## src/rtl/muldiv_seq.sv

```systemverilog
// Iterative RV32 M-extension unit: one shift-add or restoring-divide step per cycle.
// Operands are reduced to magnitudes on accept; the sign is reapplied in FIX.
module muldiv_seq #(
  parameter int XLEN = 32
) (
  input  logic            clk,
  input  logic            rst_n,
  input  logic            flush_i,
  input  logic            in_valid_i,
  output logic            in_ready_o,
  input  logic [4:0]      op_i,
  input  logic [XLEN-1:0] rs1_i,
  input  logic [XLEN-1:0] rs2_i,
  input  logic [4:0]      rd_tag_i,
  output logic            out_valid_o,
  input  logic            out_ready_i,
  output logic [XLEN-1:0] result_o,
  output logic [4:0]      rd_tag_o,
  output logic            busy_o
);

  localparam int CW = $clog2(XLEN);
  localparam logic [XLEN-1:0] MIN_NEG = {1'b1, {(XLEN-1){1'b0}}};

  typedef enum logic [1:0] {IDLE, CALC, FIX, DONE} state_t;

  state_t            state_reg, state_next;
  logic [CW-1:0]     count_reg;
  logic [2*XLEN-1:0] acc_reg;
  logic [XLEN-1:0]   b_reg;
  logic [2:0]        op_reg;
  logic              neg_reg;
  logic [XLEN-1:0]   result_reg;
  logic [4:0]        tag_reg;
  logic              out_valid_reg;

  logic            accept, a_signed, b_signed, sa, sb, special;
  logic [XLEN-1:0] mag_a, mag_b, special_result, fix_result;
  logic [2*XLEN-1:0] step_next, prod_signed;
  logic [XLEN:0]     mul_sum, rem_shift;
  logic [XLEN+1:0]   div_diff;
  logic [XLEN-1:0]   quo_signed, rem_signed;

  assign in_ready_o  = (state_reg == IDLE);
  assign busy_o      = (state_reg != IDLE);
  assign out_valid_o = out_valid_reg;
  assign result_o    = result_reg;
  assign rd_tag_o    = tag_reg;

  assign accept   = in_valid_i && in_ready_o && !flush_i;
  assign a_signed = (op_i[2:0] == 3'b001) || (op_i[2:0] == 3'b010) || (op_i[2] && !op_i[0]);
  assign b_signed = (op_i[2:0] == 3'b001) || (op_i[2] && !op_i[0]);
  assign sa       = a_signed && rs1_i[XLEN-1];
  assign sb       = b_signed && rs2_i[XLEN-1];
  assign mag_a    = sa ? -rs1_i : rs1_i;
  assign mag_b    = sb ? -rs2_i : rs2_i;

  // Ops that resolve without iterating: non-M codes, divide by zero, signed overflow
  always_comb begin
    special        = 1'b0;
    special_result = '0;
    if (op_i[4:3] != 2'b01) begin
      special = 1'b1;
    end else if (op_i[2] && (rs2_i == '0)) begin
      special        = 1'b1;
      special_result = op_i[1] ? rs1_i : '1;
    end else if (op_i[2] && !op_i[0] && (rs1_i == MIN_NEG) && (rs2_i == '1)) begin
      special        = 1'b1;
      special_result = op_i[1] ? '0 : MIN_NEG;
    end
  end

  // acc holds {partial, multiplier} for multiply and {remainder, dividend/quotient} for divide
  always_comb begin
    mul_sum   = {1'b0, acc_reg[2*XLEN-1:XLEN]} + (acc_reg[0] ? {1'b0, b_reg} : '0);
    rem_shift = acc_reg[2*XLEN-1:XLEN-1];
    div_diff  = {1'b0, rem_shift} - {2'b00, b_reg};
    if (!op_reg[2])
      step_next = {mul_sum, acc_reg[XLEN-1:1]};
    else if (div_diff[XLEN+1])
      step_next = {rem_shift[XLEN-1:0], acc_reg[XLEN-2:0], 1'b0};
    else
      step_next = {div_diff[XLEN-1:0], acc_reg[XLEN-2:0], 1'b1};
  end

  always_comb begin
    prod_signed = neg_reg ? -acc_reg : acc_reg;
    quo_signed  = neg_reg ? -acc_reg[XLEN-1:0] : acc_reg[XLEN-1:0];
    rem_signed  = neg_reg ? -acc_reg[2*XLEN-1:XLEN] : acc_reg[2*XLEN-1:XLEN];
    case (op_reg)
      3'b000:         fix_result = prod_signed[XLEN-1:0];
      3'b100, 3'b101: fix_result = quo_signed;
      3'b110, 3'b111: fix_result = rem_signed;
      default:        fix_result = prod_signed[2*XLEN-1:XLEN];
    endcase
  end

  always_ff @(posedge clk or negedge rst_n) begin
    if (!rst_n) state_reg <= IDLE;
    else        state_reg <= state_next;
  end

  always_comb begin
    state_next = state_reg;
    case (state_reg)
      IDLE: if (accept) state_next = special ? DONE : CALC;
      CALC: if (count_reg == CW'(XLEN-1)) state_next = FIX;
      FIX:  state_next = DONE;
      DONE: if (out_valid_reg && out_ready_i) state_next = IDLE;
      default: state_next = IDLE;
    endcase
    if (flush_i) state_next = IDLE;
  end

  always_ff @(posedge clk or negedge rst_n) begin
    if (!rst_n) begin
      count_reg     <= '0;
      acc_reg       <= '0;
      b_reg         <= '0;
      op_reg        <= '0;
      neg_reg       <= 1'b0;
      result_reg    <= '0;
      tag_reg       <= '0;
      out_valid_reg <= 1'b0;
    end else if (flush_i) begin
      out_valid_reg <= 1'b0;
    end else begin
      case (state_reg)
        IDLE: if (accept) begin
          op_reg    <= op_i[2:0];
          tag_reg   <= rd_tag_i;
          count_reg <= '0;
          acc_reg   <= {{XLEN{1'b0}}, mag_a};
          b_reg     <= mag_b;
          neg_reg   <= (op_i[2:1] == 2'b11) ? sa : (sa ^ sb);
          if (special) result_reg <= special_result;
        end
        CALC: begin
          acc_reg   <= step_next;
          count_reg <= count_reg + CW'(1);
        end
        FIX: begin
          result_reg    <= fix_result;
          out_valid_reg <= 1'b1;
        end
        DONE: begin
          // Special ops enter DONE with valid low; it rises one cycle later
          if (out_valid_reg && out_ready_i) out_valid_reg <= 1'b0;
          else                              out_valid_reg <= 1'b1;
        end
        default: out_valid_reg <= 1'b0;
      endcase
    end
  end

endmodule

```

## config.mk

```make
export PLATFORM = sky130hd
export DESIGN_NAME = muldiv_seq
export DESIGN_NICKNAME = d
export VERILOG_FILES = /design/src/rtl/muldiv_seq.sv
export SDC_FILE = /design/constraint.sdc
export NUM_CORES = 1
export LEC_CHECK = 0
export ABC_AREA = 1
export BUFFER_PORTS_ARGS = -buffer_cell sky130_fd_sc_hd__buf_2
export CAP_MARGIN = 20
export CORE_MARGIN = 5
export CORE_UTILIZATION = 30
export DETAILED_ROUTE_END_ITERATION = 8
export GPL_ROUTABILITY_DRIVEN = 0
export MAX_ROUTING_LAYER = met4
export SLEW_MARGIN = 10
export SYNTH_ARGS = -nofsm -noshare
export SYNTH_HDL_FRONTEND = slang
export SYNTH_SLANG_ARGS = --single-unit
```

## constraint.sdc

```tcl
create_clock -name clk -period 6.83 [get_ports clk]
set_input_delay 0.683 -clock clk [delete_from_list [all_inputs] [get_ports clk]]
set_output_delay 0.683 -clock clk [all_outputs]
set_load 0.05 [all_outputs]
```

=== After elaboration in Yosys (flattened, before gate mapping) ===
Index checks and enable logic that the tools add are counted.

* Flip-flop bits (word level): 145
* Input bits: 79

* $add $sub $neg: 8
* Equal/unequal tests: 19
* Muxes and demuxes: 34
* Bitwise operators: 2
* Reductions and logical operators: 27

{| class="wikitable"
|+ Operator list
! operator !! number
|-
| two-way mux 32 bit || 12
|-
| two-way mux 64 bit || 4
|-
| negator 32 bit || 4
|-
| case mux 64 bit (2 select lines) || 1
|-
| case mux 32 bit (3 select lines) || 1
|-
| == test 32 bit (second input constant) || 2
|-
| negator 64 bit || 1
|-
| case mux 32 bit (2 select lines) || 1
|-
| subtractor 33 x 32 -> 34 bit || 1
|-
| adder 32 x 32 -> 33 bit || 1
|-
| logical NOT 32 bit || 1
|-
| == test 3 bit (second input constant) || 4
|-
| two-way mux 2 bit || 5
|-
| case mux 5 bit (2 select lines) || 1
|-
| logical AND 1 bit || 9
|-
| AND reduction 3 bit || 3
|-
| case mux 2 bit (4 select lines) || 1
|-
| == test 2 bit (second input constant) || 3
|-
| two-way mux 1 bit || 6
|-
| inequality test 2 x 1 -> 1 bit (second input constant) || 3
|-
| inequality test 3 bit (second input constant) || 2
|-
| nonzero test 2 bit || 3
|-
| adder 5 x 1 -> 5 bit (second input constant) || 1
|-
| == test 5 bit (second input constant) || 1
|-
| other kinds (15) || 19
|}

=== Longest topological paths before layout ===
Gate-level depths: netlist of run 1.

* Depth after elaboration: 11
* Mapped depth: 19
* Mapped depth without buffers: 19

=== Worst setup path before layout of run 1 ===
OpenSTA, ideal clock, no wires.

* Path type: register -> register
* Start: register state_reg[0]
* End: register tag_reg[0] (netlist: rd_tag_o[0])
* Arrival time: 2.493 ns
* Required time: 6.711 ns
* Path slack: 4.218 ns
* Cell stages (with the launch flop): 10
* Period minus slack after synthesis: 2.612 ns
* Path through: dfrtp_1 -> inv_1 -> ha_1 -> inv_1 -> nor3_2 -> inv_1 -> clkbuf_1 -> clkbuf_1 -> nand2_1 -> nand2_1

* Cells in the longest elaborated chain, start to end: 4

{| class="wikitable"
|+ Ends and longest elaborated chain
! element !! RTL line !! source
|-
| from (decl) || 27 || <nowiki>state_t state_reg, state_next;</nowiki>
|-
| from (signal assigned) || 100 || <nowiki>else state_reg <= state_next;</nowiki>
|-
| logical NOT 2 bit (*) || 44 || <nowiki>assign in_ready_o = (state_reg == IDLE);</nowiki>
|-
| via in_ready_o || 10 || <nowiki>output logic in_ready_o,</nowiki>
|-
| logical AND 1 bit (2 in a row) || 50 || <nowiki>assign accept = in_valid_i && in_ready_o && !flush_i;</nowiki>
|-
| AND reduction 3 bit (no source line) (*) || - ||
|-
| to (signal assigned) || 131 || <nowiki>tag_reg <= rd_tag_i;</nowiki>
|-
| to (decl) || 34 || <nowiki>logic [4:0] tag_reg;</nowiki>
|}

Mark *: on every way through the listed nets, which the timed path passes. The rest lies on a longest branch.
A chain may end at the register's enable or synchronous reset.

=== Worst setup path in the final report of run 1 ===
* Start: register state_reg[1]
* End: register count_reg[2]

* Cells in the longest elaborated chain, start to end: 5

{| class="wikitable"
|+ Ends and longest elaborated chain
! element !! RTL line !! source
|-
| logical NOT 2 bit || 44, 128 ||
|-
| logical AND 1 bit (2 in a row) || 50 ||
|-
| inequality test 2 x 1 -> 1 bit (no source line) || - ||
|-
| AND reduction 3 bit (no source line) || - ||
|-
| to (signal assigned) || 140 || <nowiki>count_reg <= count_reg + CW'(1);</nowiki>
|-
| to (decl) || 28 || <nowiki>logic [CW-1:0] count_reg;</nowiki>
|}

Several ways; a longest one is shown, not always the timed one.

==> out/metrics.cfg, run 1 <==
[layout]
largest_reg_flops = 64
area_growth_syn_to_layout_pct = 10.1
antenna_cells = 0
nets = 3311
drive_above_1_share_pct = 8.97
fin_area_mm2 = 0.0194

[sta]
final-setup-viol-count = 0
hold_slack_ns = 0.0878
final_max_slew_viol_count = 0
tightest_slew_ns = 0.937
final.min_clock_period_ns = 4.07
fin_crit_sh_pct = 59.6
rsz0062_at_grt = false
hold_viol = 0
max_clock_freq_mhz = 246
finalSetupTns_ns = 0
max_slew_margin_pct = 37.2
finalClockSkew_ns = 0.0230

[route]
highest_layer = met4
via_per_inst = 5.30
wl_per_cell_um = 18.0
wl_met3_um = 6310
vias = 20800
drcViolationCount = 0
wl_met2_um = 30300
firstDrtPassIters = 7
postRouteAntennaNets = 0
drt_iter0_drc = 2542
wl_met1_um = 30800
drt-total-wl_um = 70700

[logic_synthesis]
synth_edf_count = 0
synth_cell_type_count = 56
synth_fp_nets = 3256
syn_inst = 3100
ys_seq_area_share_pct = 20.6
ys_ff_latch = 145
synth_area_per_cell_um2 = 5.67
netlist_area_mm2 = 0.0176
synth_top_area_share_pct = 20.6
synth_area_leaders = dfrtp_1 21%, nand2_1 20%, nand3_1 11%
ys_top_cells_by_count = 957 x nand2_1, 408 x inv_1, 380 x nand3_1, 336 x nor2_1, 181 x o21ai_0
yosysMostFrequentCell = nand2_1
synthFlopType = dfrtp_1
async_flop_share_pct = 100
yosysWarnings = 0
synth_area_leader_cell = dfrtp_1

[clock_tree]
clkLatencyLatePin_ns = 0.48
h-tree-depth = 4
cts_inserted_buffers = 17
clock-sinks = 145
path_clk_slew_ns = 0.08
root_buffer = clkbuf_16
clk_path_buf_depth = 2
cts_tree = done
cts_setup_buffers = 0
cts.repair.resized = 0
ctsHoldBuffers = 0

[critical_path]
crit_arrival_ns = 4.41
critPathRequiredTime_ns = 7.17
worstPathMaxFanout = 55
worst-setup-path-type = reg2reg
crit_path_end_kind = flop
start_kind = flop

[place]
post_dp_cell_area_mm2 = 0.0188
hpwl_um = 56000
io_buffers = 118

[pwr]
ir_drop_v = 0.000247
p_per_area_mw_per_mm2 = 507
p_leak_uw = 0.0101
power_uw = 9810

[grt]
grt_overflow = 0
grt_usage_pct = 22.3
grt_max_degree = 65
grt_pass1_wl_um = 110000
grt_pass1_vias = 18900
antenna_found_initial = 0

[floorplanning]
initial_core_util_pct = 30.4
pin_count = 119
rows = 88
fp.coreArea_mm2 = 0.0579
die_y_um = 252
die_area_mm2 = 0.0636
die_x_um = 252

[min_path]
hold_path_class = in2async

[flow_run]
max_cap_violations = 0

[run_status]
status = finished, final reports clean

## routing by layer
layer / vias to the layer above / GRT usage (%)
li1: 10200 / -
met1: 9516 / 30.1
met2: 972 / 32.9
met3: 154 / 4.07
met4: 0 / 9.48
met5: - / -
## layout by cell type (no fill, tap or decap), types with 34 or more instances in the layout
master,instances
nand4_1,67
nand2_1,957
nor2_1,336
inv_1,407
a21oi_1,137
o21ai_1,48
ha_1,75
buf_2,117
o21ai_0,181
nand3_1,380
nor3_1,34
dfrtp_1,143
## per-stage QoR
| stage | utilization, % | setup WS, ns | cells |
|---|---|---|---|
| global placement | 32.4 | 2.90 | 3901 |
| CTS | 33.4 | 2.82 | 3932 |
| detailed placement | 32.4 | 2.84 | 3901 |
| global route | 33.4 | 2.40 | 3932 |
| finish | 33.4 | 2.76 | 3932 |
| floorplan | - | 4.22 | 3100 |
## path summary, 6_finish.rpt
check	slack, ns	start	end	cells past startpoint
max in group asynchronous	5.52	rst_n	b_reg[22]	2
worst min-delay path	0.09	rst_n	result_o[31]	1
worst max register to register	2.76	state_reg[1]	count_reg[2]	11
worst min register to register	0.48	rd_tag_o[4]	rd_tag_o[4]	2
worst max-delay path	2.76	state_reg[1]	count_reg[2]	11
min in group clk	0.42	rd_tag_i[4]	rd_tag_o[4]	3
## area by class of cell
type | instances | area, um^2
Clock inverter | 12 | 133
Tap cell | 765 | 957
Fill cell | 6661 | 38600
Timing Repair Buffer | 133 | 709
Multi-Input combinational cell | 2431 | 11900
Sequential cell | 145 | 3630
Clock buffer | 19 | 453
Inverter | 427 | 1600
## cell families after synthesis
| group | Yosys count | share of synthesized area (%) |
|---|---|---|
| and+or+nand+nor | 1862 | 45.7 |
| buffers and inverters | 524 | 11.9 |
| AOI/OAI and AO/OA | 456 | 14.4 |
| DFF | 145 | 20.6 |
| adders and majority gates | 77 | 5.56 |
| xor gates and xnor gates | 36 | 1.79 |
## power breakdown
group	total [uW]	leakage, uW	internal [uW]	switching [uW]
registers	1950	0.00181	1230	715
clock network	1010	0.000282	556	454
logic	6850	0.00799	1990	4860
## critical path: stages, from the launching register on
cell	delay (ns)
dfrtp_1	0.43
inv_1	0.09
ha_1	0.76
inv_2	0.60
nor3_2	0.30
buf_4	0.38
nor2_4	0.03
buf_4	0.31
inv_2	0.68
nand3_1	0.15
nand2_1	0.11
nor2_1	0.04
Note: power is estimated with default switching activity, not from simulation.
==> inputs of run 2 (changes only) <==
clock period = 3.75 ns   (was 6.83 ns; I/O delays follow)
==> out/metrics.cfg, run 2 (same netlist as run 1, synthesis figures left out) <==
[sta]
max_clock_freq_mhz = 320  ; +30%
final-setup-viol-count = 0  ; unchanged
final_max_slew_viol_count = 0  ; unchanged
hold_viol = 0  ; unchanged
max_slew_margin_pct = 42.4  ; +5.2 points
hold_slack_ns = 0.104  ; +0.0161 ns
rsz0062_at_grt = false
tightest_slew_ns = 0.863  ; -0.0734 ns
finalSetupTns_ns = 0  ; unchanged
finalClockSkew_ns = 0.0167  ; -0.00634 ns
fin_crit_sh_pct = 83.3  ; +24 points
final.min_clock_period_ns = 3.12  ; -0.945 ns

[floorplanning]
initial_core_util_pct = 30.4  ; unchanged
fp.coreArea_mm2 = 0.0579  ; unchanged
pin_count = 119  ; unchanged
die_y_um = 252  ; unchanged
die_x_um = 252  ; unchanged
rows = 88  ; unchanged
die_area_mm2 = 0.0636  ; unchanged

[route]
wl_per_cell_um = 18.2  ; +1.2%
drcViolationCount = 0  ; unchanged
drt_iter0_drc = 2341  ; -7.9%
firstDrtPassIters = 6  ; -1
postRouteAntennaNets = 0  ; unchanged
via_per_inst = 5.31  ; +0.13%
vias = 21000  ; +0.87%
drt-total-wl_um = 72100  ; +2.0%

[pwr]
p_leak_uw = 0.0102  ; +1.4%
combPwrFrac_pct = 72.8  ; +3.0 points
ir_drop_v = 0.000546  ; +120%
p_seq_share_pct = 17.4  ; -2.5 points
p_int_uw = 7050  ; +87%
p_per_area_mw_per_mm2 = 928  ; +83%
p_sw_share_pct = 61.2  ; -0.26 points
p_clk_share_pct = 9.8  ; -0.5 points
p_sw_uw = 11100  ; +85%

[place]
hpwl_um = 57900  ; +3.4%
post_dp_cell_area_mm2 = 0.0190  ; +1.2%
io_buffers = 118  ; unchanged

[critical_path]
crit_arrival_ns = 3.43  ; -0.98 ns
rr_worst_depth = 12  ; +1
worstPathMaxFanout = 31  ; -44%
worstReg2RegStart = acc_reg[51]
start_kind = flop
critPathRequiredTime_ns = 4.06  ; -3.11 ns
worst-setup-path-type = reg2reg
cp-endpoint = acc_reg[38]
crit_path_end_kind = flop
crit_start = acc_reg[51]
rr_endpoint = acc_reg[38]
r2r_setup_slack_ns = 0.63  ; -2.13 ns

[clock_tree]
cts_inserted_buffers = 17  ; unchanged
h-tree-depth = 4  ; unchanged
root_buffer = clkbuf_16
cts_tree = done
path_clk_slew_ns = 0.08  ; about the same
clk_path_buf_depth = 2  ; unchanged
clock-sinks = 145  ; unchanged
clkLatencyLatePin_ns = 0.48  ; about the same
cts_setup_buffers = 0  ; unchanged

[layout]
largest_reg_flops = 64  ; unchanged
antenna_cells = 0  ; unchanged
layout_commonest_cell = nand2_1
layout_common_cells = 957 x nand2_1, 407 x inv_1, 380 x nand3_1
area_growth_syn_to_layout_pct = 11.4
drive_above_1_share_pct = 9.64  ; +0.67 points
nets = 3339  ; +0.85%
fin_area_mm2 = 0.0196  ; +1.2%

[grt]
grt_pass1_vias = 19200  ; +1.1%
grt_max_degree = 92  ; +42%
grt_overflow = 0  ; unchanged
grt_pass1_wl_um = 111000  ; +1.2%
antenna_found_initial = 0  ; unchanged
grt_usage_pct = 22.7  ; +0.38 points

[run_status]
status = finished, final reports clean

[min_path]
hold_path_class = in2reg

[flow_run]
max_cap_violations = 0  ; unchanged

[run 2: worst min-delay path by stage]
stage,start,endpoint,slack [ns],cells past startpoint
floorplan,rst_n,acc_reg[0],0.08,0
global placement,rd_tag_o[2],rd_tag_o[2],0.46,2
detailed placement,rd_tag_o[2],rd_tag_o[2],0.46,2
CTS,rd_tag_i[4],rd_tag_o[4],0.09,3
global route,rd_tag_i[1],rd_tag_o[1],0.12,3
finish,rd_tag_i[2],rd_tag_o[2],0.10,3
[run 2: power groups by stage]
stage | sequential (uW) | combinational [uW] | clock (uW)
after global routing | 3250 | 14600 | 1850
final | 3170 | 13200 | 1780
after global placement | 3150 | 12800 | 0
after CTS | 3130 | 12900 | 1800
after detailed placement | 3150 | 12900 | 0
after floorplan | 3480 | 8550 | 0
[run 2: repair_timing]
action,in CTS,in global routing
endpoints found under the hold margin,24,0
hold buffers,1,0
gates resized for setup,0,0
[run 2: per-layer routing]
metal	up-vias	routed length [um]	global-route usage, %
li1	10200	-	-
met1	9673	31000	30.1
met2	983	32000	34.9
met3	142	6510	4.30
met4	0	2630	7.91
met5	-	0	-
[run 2: final cells by class]
class | count | area, um^2
fill | 6678 | 38300
multi-input combinational | 2431 | 11900
tap | 765 | 957
inverter | 427 | 1600
sequential | 145 | 3630
clock inverter | 9 | 106
timing repair buffer | 161 | 947
clock buffer | 23 | 468
[run 2: per-stage QoR]
stage	worst slack, ns	utilization, %	total power (uW)	std cells
3_5_place_dp	0.740	32.8	16000	3928
4_1_cts	0.685	33.8	17800	3961
3_3_place_gp	0.801	32.8	16000	3928
5_1_grt	0.430	33.8	19700	3961
2_1_floorplan	1.14	-	12000	3100
6_report	0.626	33.8	18200	3961
[run 2: worst max-delay path, stage by stage, from the launching register on]
cell and delay (ns):
dfrtp_1 0.62, ha_1 0.37, nand2_1 0.19, inv_2 0.04, a21oi_1 0.19, o21ai_1 0.12
a21oi_2 0.21, nand2_4 0.29, buf_4 0.29, nor2_4 0.32, nand2_1 0.10, nand4_1 0.09
o21ai_0 0.10
==> inputs of run 3 (changes only) <==
clock period = 3.05 ns   (was 3.75 ns; I/O delays follow)
==> out/metrics.cfg, run 3 (same netlist as run 1, synthesis figures left out) <==
[critical_path]
cp_cell_sequence = ha_1 > a21oi_2 > o21ai_1 > a21oi_1 > nand2_2 > nand2_2 > nand2_4 > nor2_4 > nand2_1 > nand4_1 > o21ai_0
critPathRequiredTime_ns = 3.39  ; -0.67 ns
cpPeakStageDelay_ns = 0.52  ; -0.10 ns
slowest_stage = dfrtp_1
worst-setup-path-type = reg2reg
crit_family = simple AND/OR/NAND/NOR gates
critPathBufInv = 0  ; -2
worstPathMaxFanout = 31  ; unchanged
critPathMostFrequentCell = nand2_2
r2r_setup_slack_ns = 0.23  ; -0.40 ns
crit_path_end_kind = flop
crit_arrival_ns = 3.16  ; -0.27 ns
start_kind = flop

[layout]
antenna_cells = 0  ; unchanged
layout_common_cells = 957 x nand2_1, 407 x inv_1, 380 x nand3_1
drive_above_1_share_pct = 10.5  ; +0.82 points
layout_commonest_cell = nand2_1
nets = 3366  ; +0.81%
final_util_pct = 34.3  ; +0.46 points
fill_cells = 6590  ; -1.3%
largest_reg_flops = 64  ; unchanged
fin_area_mm2 = 0.0199  ; +1.4%
area_growth_syn_to_layout_pct = 12.9

[clock_tree]
root_buffer = clkbuf_16
clk_path_buf_depth = 2  ; unchanged
cts.repair.resized = 0  ; unchanged
clock-sinks = 145  ; unchanged
cts_tree = done
h-tree-depth = 4  ; unchanged
clkLatencyLatePin_ns = 0.47  ; about the same
ctsHoldBuffers = 1  ; unchanged
cts_setup_buffers = 0  ; unchanged
path_clk_slew_ns = 0.07  ; about the same
cts_inserted_buffers = 17  ; unchanged

[route]
wl_per_cell_um = 18.2  ; -0.30%
drt_iter0_drc = 2329  ; -0.51%
postRouteAntennaNets = 0  ; unchanged
via_per_inst = 5.24  ; -1.3%
firstDrtPassIters = 6  ; unchanged
drt-total-wl_um = 72400  ; +0.38%
drcViolationCount = 0  ; unchanged
vias = 20900  ; -0.58%

[floorplanning]
die_x_um = 252  ; unchanged
rows = 88  ; unchanged
fp.coreArea_mm2 = 0.0579  ; unchanged
pin_count = 119  ; unchanged
die_y_um = 252  ; unchanged
die_area_mm2 = 0.0636  ; unchanged
initial_core_util_pct = 30.4  ; unchanged

[grt]
grt_pass1_vias = 19100  ; -0.063%
antenna_found_initial = 0  ; unchanged
grt_max_degree = 92  ; unchanged
grt_overflow = 0  ; unchanged
grt_usage_pct = 22.8  ; +0.084 points
grtUsageMet3_pct = 4.03  ; -0.27 points
grt_use_met1_pct = 30.8  ; +0.77 points
grt_pass1_wl_um = 112000  ; +0.52%
met2_usage_pct = 34.9  ; +0.062 points
top_usage_layer = met2

[sta]
max_clock_freq_mhz = 355  ; +11%
finalSetupTns_ns = 0  ; unchanged
final-setup-viol-count = 0  ; unchanged
finalWorstSetupSlack_ns = 0.231  ; -0.395 ns
final.min_clock_period_ns = 2.82  ; -0.305 ns
fin_crit_sh_pct = 92.4  ; +9.1 points
hold_viol = 0  ; unchanged
max_slew_margin_pct = 40.2  ; -2.1 points
tightest_slew_ns = 0.890  ; +0.0262 ns
rsz0062_at_grt = false
final_max_slew_viol_count = 0  ; unchanged
finalClockSkew_ns = 0.0142  ; -0.00247 ns

[flow_run]
max_cap_violations = 0  ; unchanged

[pwr]
p_leak_uw = 0.0104  ; +1.5%
p_per_area_mw_per_mm2 = 1130  ; +22%
ir_drop_v = 0.000635  ; +16%

[place]
hpwl_um = 58300  ; +0.71%
io_buffers = 118  ; unchanged
post_dp_cell_area_mm2 = 0.0192  ; +1.2%
dp_slack_ns = 0.319  ; -0.421 ns

[min_path]
hold_path_class = in2reg

[run_status]
status = finished, final reports clean

==> run 3: worst reg2reg max path, stage by stage (launching register included) <==
cell,delay [ns]
dfrtp_1,0.52
ha_1,0.42
a21oi_2,0.22
o21ai_1,0.12
a21oi_1,0.22
nand2_2,0.12
nand2_2,0.10
nand2_4,0.25
nor2_4,0.44
nand2_1,0.10
nand4_1,0.09
o21ai_0,0.10
==> run 3: through the flow <==
stage | std cells | hold slack, ns | total power (uW)
floorplan | 3100 | 0.00941 | 14800
global placement | 3955 | 0.326 | 19800
detailed placement | 3955 | 0.327 | 19800
CTS | 3988 | 0.00945 | 22100
global route | 3988 | 0.0475 | 24400
finish | 3988 | 0.0351 | 22500
==> run 3: routing by layer <==
metal  vias to the layer above  share of wire (%)
met5                         -                  0
met1                      9549                 43
met4                         0                3.2
li1                      10300                  -
met2                       934                 45
met3                       135                8.7
==> run 3: layout make-up <==
| type | instances | area, um^2 | area share (%) |
|---|---|---|---|
| tap | 765 | 957 | 4.82 |
| timing repair buffer | 188 | 1170 | 5.92 |
| inverter | 427 | 1600 | 8.08 |
| multi-input combinational | 2431 | 11900 | 59.8 |
| clock inverter | 11 | 155 | 0.781 |
| sequential | 145 | 3630 | 18.3 |
| clock buffer | 21 | 460 | 2.32 |
==> run 3: path summary, 6_finish.rpt <==
| kind | start | end | cells after the start |
|---|---|---|---|
| max | acc_reg[41] | acc_reg[45] | 11 |
| min | rd_tag_i[3] | rd_tag_o[3] | 3 |
| max reg2reg | acc_reg[41] | acc_reg[45] | 11 |
| min reg2reg | rd_tag_o[1] | rd_tag_o[1] | 2 |
| max in group asynchronous | rst_n | b_reg[18] | 3 |
| min in group asynchronous | rst_n | result_o[0] | 2 |
==> run 3: power by group <==
group          switching, uW  internal, uW  leakage (uW)
sequential               992          2780       0.00181
combinational          11600          4860       0.00829
clock                    964          1340      0.000286
total                  13600          8970        0.0104
